## config.mk

```make
export PLATFORM = sky130hd
export DESIGN_NAME = counter_updn
export DESIGN_NICKNAME = d
export VERILOG_FILES = /design/src/rtl/counter_pkg.sv /design/src/rtl/counter_next.sv /design/src/rtl/counter_updn.sv
export SDC_FILE = /design/constraint.sdc
export NUM_CORES = 1
export LEC_CHECK = 0
export CORE_MARGIN = 2
export CORE_UTILIZATION = 45
export DETAILED_ROUTE_END_ITERATION = 8
export GPL_ROUTABILITY_DRIVEN = 0
export HOLD_SLACK_MARGIN = 0.12
export MAX_ROUTING_LAYER = met4
export PLACE_DENSITY = 0.76
export SYNTH_ARGS = -nofsm -noshare
export SYNTH_HDL_FRONTEND = slang
export SYNTH_SLANG_ARGS = --single-unit
export TNS_END_PERCENT = 10
```

## constraint.sdc

```tcl
create_clock -name clk -period 2.9 [get_ports clk]
set_clock_uncertainty 0.15 [all_clocks]
set_input_delay 0.58 -clock clk [delete_from_list [all_inputs] [get_ports clk]]
set_output_delay 0.58 -clock clk [all_outputs]
set_load 0.02 [all_outputs]
```

## src/rtl/counter_pkg.sv

```systemverilog
// Shared constants and helpers for the up/down counter slice.
// Direction encoding plus the default terminal count for a given width.
package counter_pkg;

  localparam logic DIR_UP = 1'b1;
  localparam logic DIR_DN = 1'b0;

  // All-ones value of the given width (2..32); the shift avoids a 33-bit 2**w-1.
  function automatic logic [31:0] default_max(input int unsigned width);
    return 32'hFFFF_FFFF >> (32 - width);
  endfunction

endpackage

```

## src/rtl/counter_next.sv

```systemverilog
// Combinational next-count and terminal-detect logic for counter_updn.
// term is purely out/cin/up so load never sits on the cascade carry path.
module counter_next
  import counter_pkg::*;
#(
  parameter int unsigned      WIDTH    = 8,
  parameter logic [WIDTH-1:0] MAX      = WIDTH'(default_max(WIDTH)),
  parameter int unsigned      SATURATE = 0
) (
  input  logic [WIDTH-1:0] out_i,
  input  logic [WIDTH-1:0] data_i,
  input  logic             up_i,
  input  logic             cin_i,
  input  logic             load_i,
  input  logic             clr_i,
  output logic [WIDTH-1:0] next_o,
  output logic             term_o
);

  logic at_max, at_zero;

  assign at_max  = (out_i == MAX);
  assign at_zero = (out_i == '0);
  assign term_o  = cin_i & ((up_i == DIR_UP) ? at_max : at_zero);

  always_comb begin
    next_o = out_i;
    if (clr_i) begin
      next_o = '0;
    end else if (load_i) begin
      next_o = (data_i > MAX) ? MAX : data_i;
    end else if (cin_i) begin
      if (up_i == DIR_UP) begin
        if (at_max) next_o = (SATURATE != 0) ? MAX : '0;
        else        next_o = out_i + WIDTH'(1);
      end else begin
        if (at_zero) next_o = (SATURATE != 0) ? '0 : MAX;
        else         next_o = out_i - WIDTH'(1);
      end
    end
  end

endmodule

```

## src/rtl/counter_updn.sv

```systemverilog
// Cascadable up/down modulo counter with load, clear and sticky overflow.
// cout is combinational so N stages chain into an N*WIDTH-bit counter.
module counter_updn
  import counter_pkg::*;
#(
  parameter int unsigned      WIDTH    = 8,
  parameter logic [WIDTH-1:0] MAX      = WIDTH'(default_max(WIDTH)),
  parameter int unsigned      SATURATE = 0
) (
  input  logic             clk,
  input  logic             rst_n,
  input  logic [WIDTH-1:0] data,
  input  logic             load,
  input  logic             clr,
  input  logic             cin,
  input  logic             up,
  output logic [WIDTH-1:0] out,
  output logic             cout,
  output logic             ovf
);

  logic [WIDTH-1:0] out_q, out_d;
  logic             ovf_q, ovf_d;
  logic             term;

  counter_next #(
    .WIDTH    (WIDTH),
    .MAX      (MAX),
    .SATURATE (SATURATE)
  ) u_next (
    .out_i  (out_q),
    .data_i (data),
    .up_i   (up),
    .cin_i  (cin),
    .load_i (load),
    .clr_i  (clr),
    .next_o (out_d),
    .term_o (term)
  );

  // Terminal events only latch ovf when the edge actually counts.
  assign ovf_d = (clr | load) ? 1'b0 : (ovf_q | term);

  always_ff @(posedge clk or negedge rst_n) begin
    if (!rst_n) begin
      out_q <= '0;
      ovf_q <= 1'b0;
    end else begin
      out_q <= out_d;
      ovf_q <= ovf_d;
    end
  end

  assign out  = out_q;
  assign cout = term;
  assign ovf  = ovf_q;

endmodule

```

==> run metrics <==
worst skew pair latency 0.24 ns; CP bufs+invs 1; element type at the critical path end output port; Rel. slew slack 0.586; final WL around 2500 um; vias in the first global route 897; Crit. path cell count 4; number of DRC markers in iteration 0 29; Mapped Avg Cell Area about 7.7 sq um; Crit Path Class reg2out; Worst Tran Pin Value 0.619 ns; core area 1760 sq um; Initial Util 0.491; Setup-failing EPs final 0; Num CTS Buffers 3; Seq/Total Area, Yosys 0.260; drt wl/cell 14.8 um; # fillers 157; Layout Nets approximately 160; share of flip-flops with an asynchronous set or reset 1.00; Final Slew Violations 0; Synth top area share 0.260; # rows 15; pin count of the biggest net entering global routing 19; fin util 0.683; Worst path top cell family by delay simple AND/OR/NAND/NOR gates; gr usage total 0.251; post-route antenna net violation count 0; drt pass-1 iters 4; Power Total 0.415 mW; power per cell area roughly 340 nW/um^2; CP Data Required Time 2.17 ns; Layout Area Growth over Synthesis 39.0%; post-CTS setup buffer count 0; crit-path cells or4_4 -> nor4_2 -> o21a_1 -> dlygate4sd2_1; final cell count without fillers 166; Vias/cell 5.83; period utilisation layout 0.937; yosys warns 0; FF+latch count, synth 9; Max Freq 368 MHz; CP max stage delay 0.55 ns; crit path max fanout 3; CTS tree done; Yosys top cell by area dfrtp_1; die width 47.9 um; CTS max path bufs 2; post-DP HPWL 1940 um; leak pwr around 0.49 nW; Post-synth EDFFs 0; vias 968; share of layout cells above drive strength 1 0.135; Synth Cell Area 867 sq um; Hold WS 0.357 ns; top_reg_cell synth dfrtp_1; first-pass GRT wire length roughly 4000 um; Slowest cell on crit path or4_4; CTS Root Cell clkbuf_4; RSZ-0062 raised after global routing false; syn_nets 129; chip height 47.9 um; clock sink total 9; cells after synthesis 112; r2r worst-path depth 5; worst IR drop on VDD 273 uV; Top Ports 24; DP Cell Count 162; commonest cells in the synthesized netlist clkbuf_1, dfrtp_1, nor2_1; WHS Path Cells 1; final hold violations 0; Synth cell types 40; crit path launch type flop; outcome complete, no violations; clock-pin slew on the worst setup and hold paths 0.05 ns; crit path DAT 1.99 ns; HP Class reg2reg; total gr overflow 0; Post-route DRC 0; Ant. Diodes 0; Area contributors post-synth dfrtp_1, ha_1, a21oi_1; H-tree depth 1; initial antenna violation count 0; Final Critical Period 2.72 ns; max cap viols 0; IO Port Bufs 23; die area between 2000 and 2500 sq um
[where the power goes]
part / switching [mW] / internal [mW] / leakage (nW)
Combinational: 0.0969 / 0.0884 / 0.359
Clock: 0.0351 / 0.0525 / 0.0150
Sequential: 0.00808 / 0.135 / 0.119
[area by class of cell]
cell class                      instances  area [sq um]  area share
Inverter                                6          22.5      0.0187
Timing Repair Buffer                   35           319       0.265
Clock buffer                            4          26.3      0.0218
Sequential cell                         9           225       0.187
Multi-Input combinational cell         87           581       0.482
Tap cell                               25          31.3      0.0260
[routing by layer]
| layer | share of wire | global-route usage | vias to the layer above |
|---|---|---|---|
| met1 | 0.48 | 0.364 | 455 |
| met2 | 0.46 | 0.368 | 37 |
| li1 | - | - | 474 |
| met5 | 0 | - | - |
| met4 | 0.0041 | 0.0703 | 0 |
| met3 | 0.055 | 0.0264 | 2 |
[sequential cells by signal (all words and copies together), names as in the netlist]
name and flops:
ovf 1, out 8
[worst reg2reg max path, cell delays in order, from the launching register on]
cell and delay [ns]:
dfrtp_1 0.34, buf_4 0.19, nand4_1 0.20, or4_1 0.50
and4_1 0.21, nor4_1 0.27
[final timing paths]
kind	start	slack, ns	to
hold reg to reg	ovf$_DFF_PN0_	0.36	ovf$_DFF_PN0_
hold / removal	ovf$_DFF_PN0_	0.36	ovf$_DFF_PN0_
setup / recovery	out[4]$_DFFE_PN0P_	0.18	cout
min in group asynchronous	rst_n	0.47	ovf$_DFF_PN0_
max in group asynchronous	rst_n	1.86	out[2]$_DFFE_PN0P_
setup reg to reg	out[3]$_DFFE_PN0P_	0.93	out[7]$_DFFE_PN0P_
[cells by family (layout without fill, tap and decap cells)]
group | Yosys count | after routing | synth area share
AOI/OAI and AO/OA | 31 | 31 | 0.257
xor gates and xnor gates | 5 | 5 | 0.0505
adders and majority gates | 3 | 3 | 0.0433
buffers and inverters | 16 | 45 | 0.0779
DFF | 9 | 9 | 0.260
muxes | 1 | 1 | 0.0115
and+or+nand+nor | 47 | 47 | 0.300
[repair_timing]
item	in CTS	in global routing
gates resized for setup	2	0
hold buffers	0	0
endpoints found under the setup margin	1	0
[placed cells by master (no fill, tap or decap), types with 3 or more instances in the layout]
master / count
o21a_1: 4
buf_4: 12
nand3_1: 5
nor2_1: 9
xor2_1: 3
ha_1: 3
nor3_1: 6
dfrtp_1: 9
a21oi_1: 7
inv_1: 6
nand2_1: 6
o21ai_0: 4
clkbuf_4: 3
clkdlybuf4s50_1: 22
nand2b_1: 3
nor3b_1: 4
[stage by stage]
stage	setup slack (ns)	area (sq um)	setup TNS [ns]
after floorplan	0.440	867	0
after global placement	-0.0443	1170	-0.0443
after detailed placement	-0.0766	1170	-0.0766
after CTS	0.169	1200	0
after global routing	0.0706	1200	0
final	0.182	1200	0
Note: power is estimated with default switching activity, not from simulation.
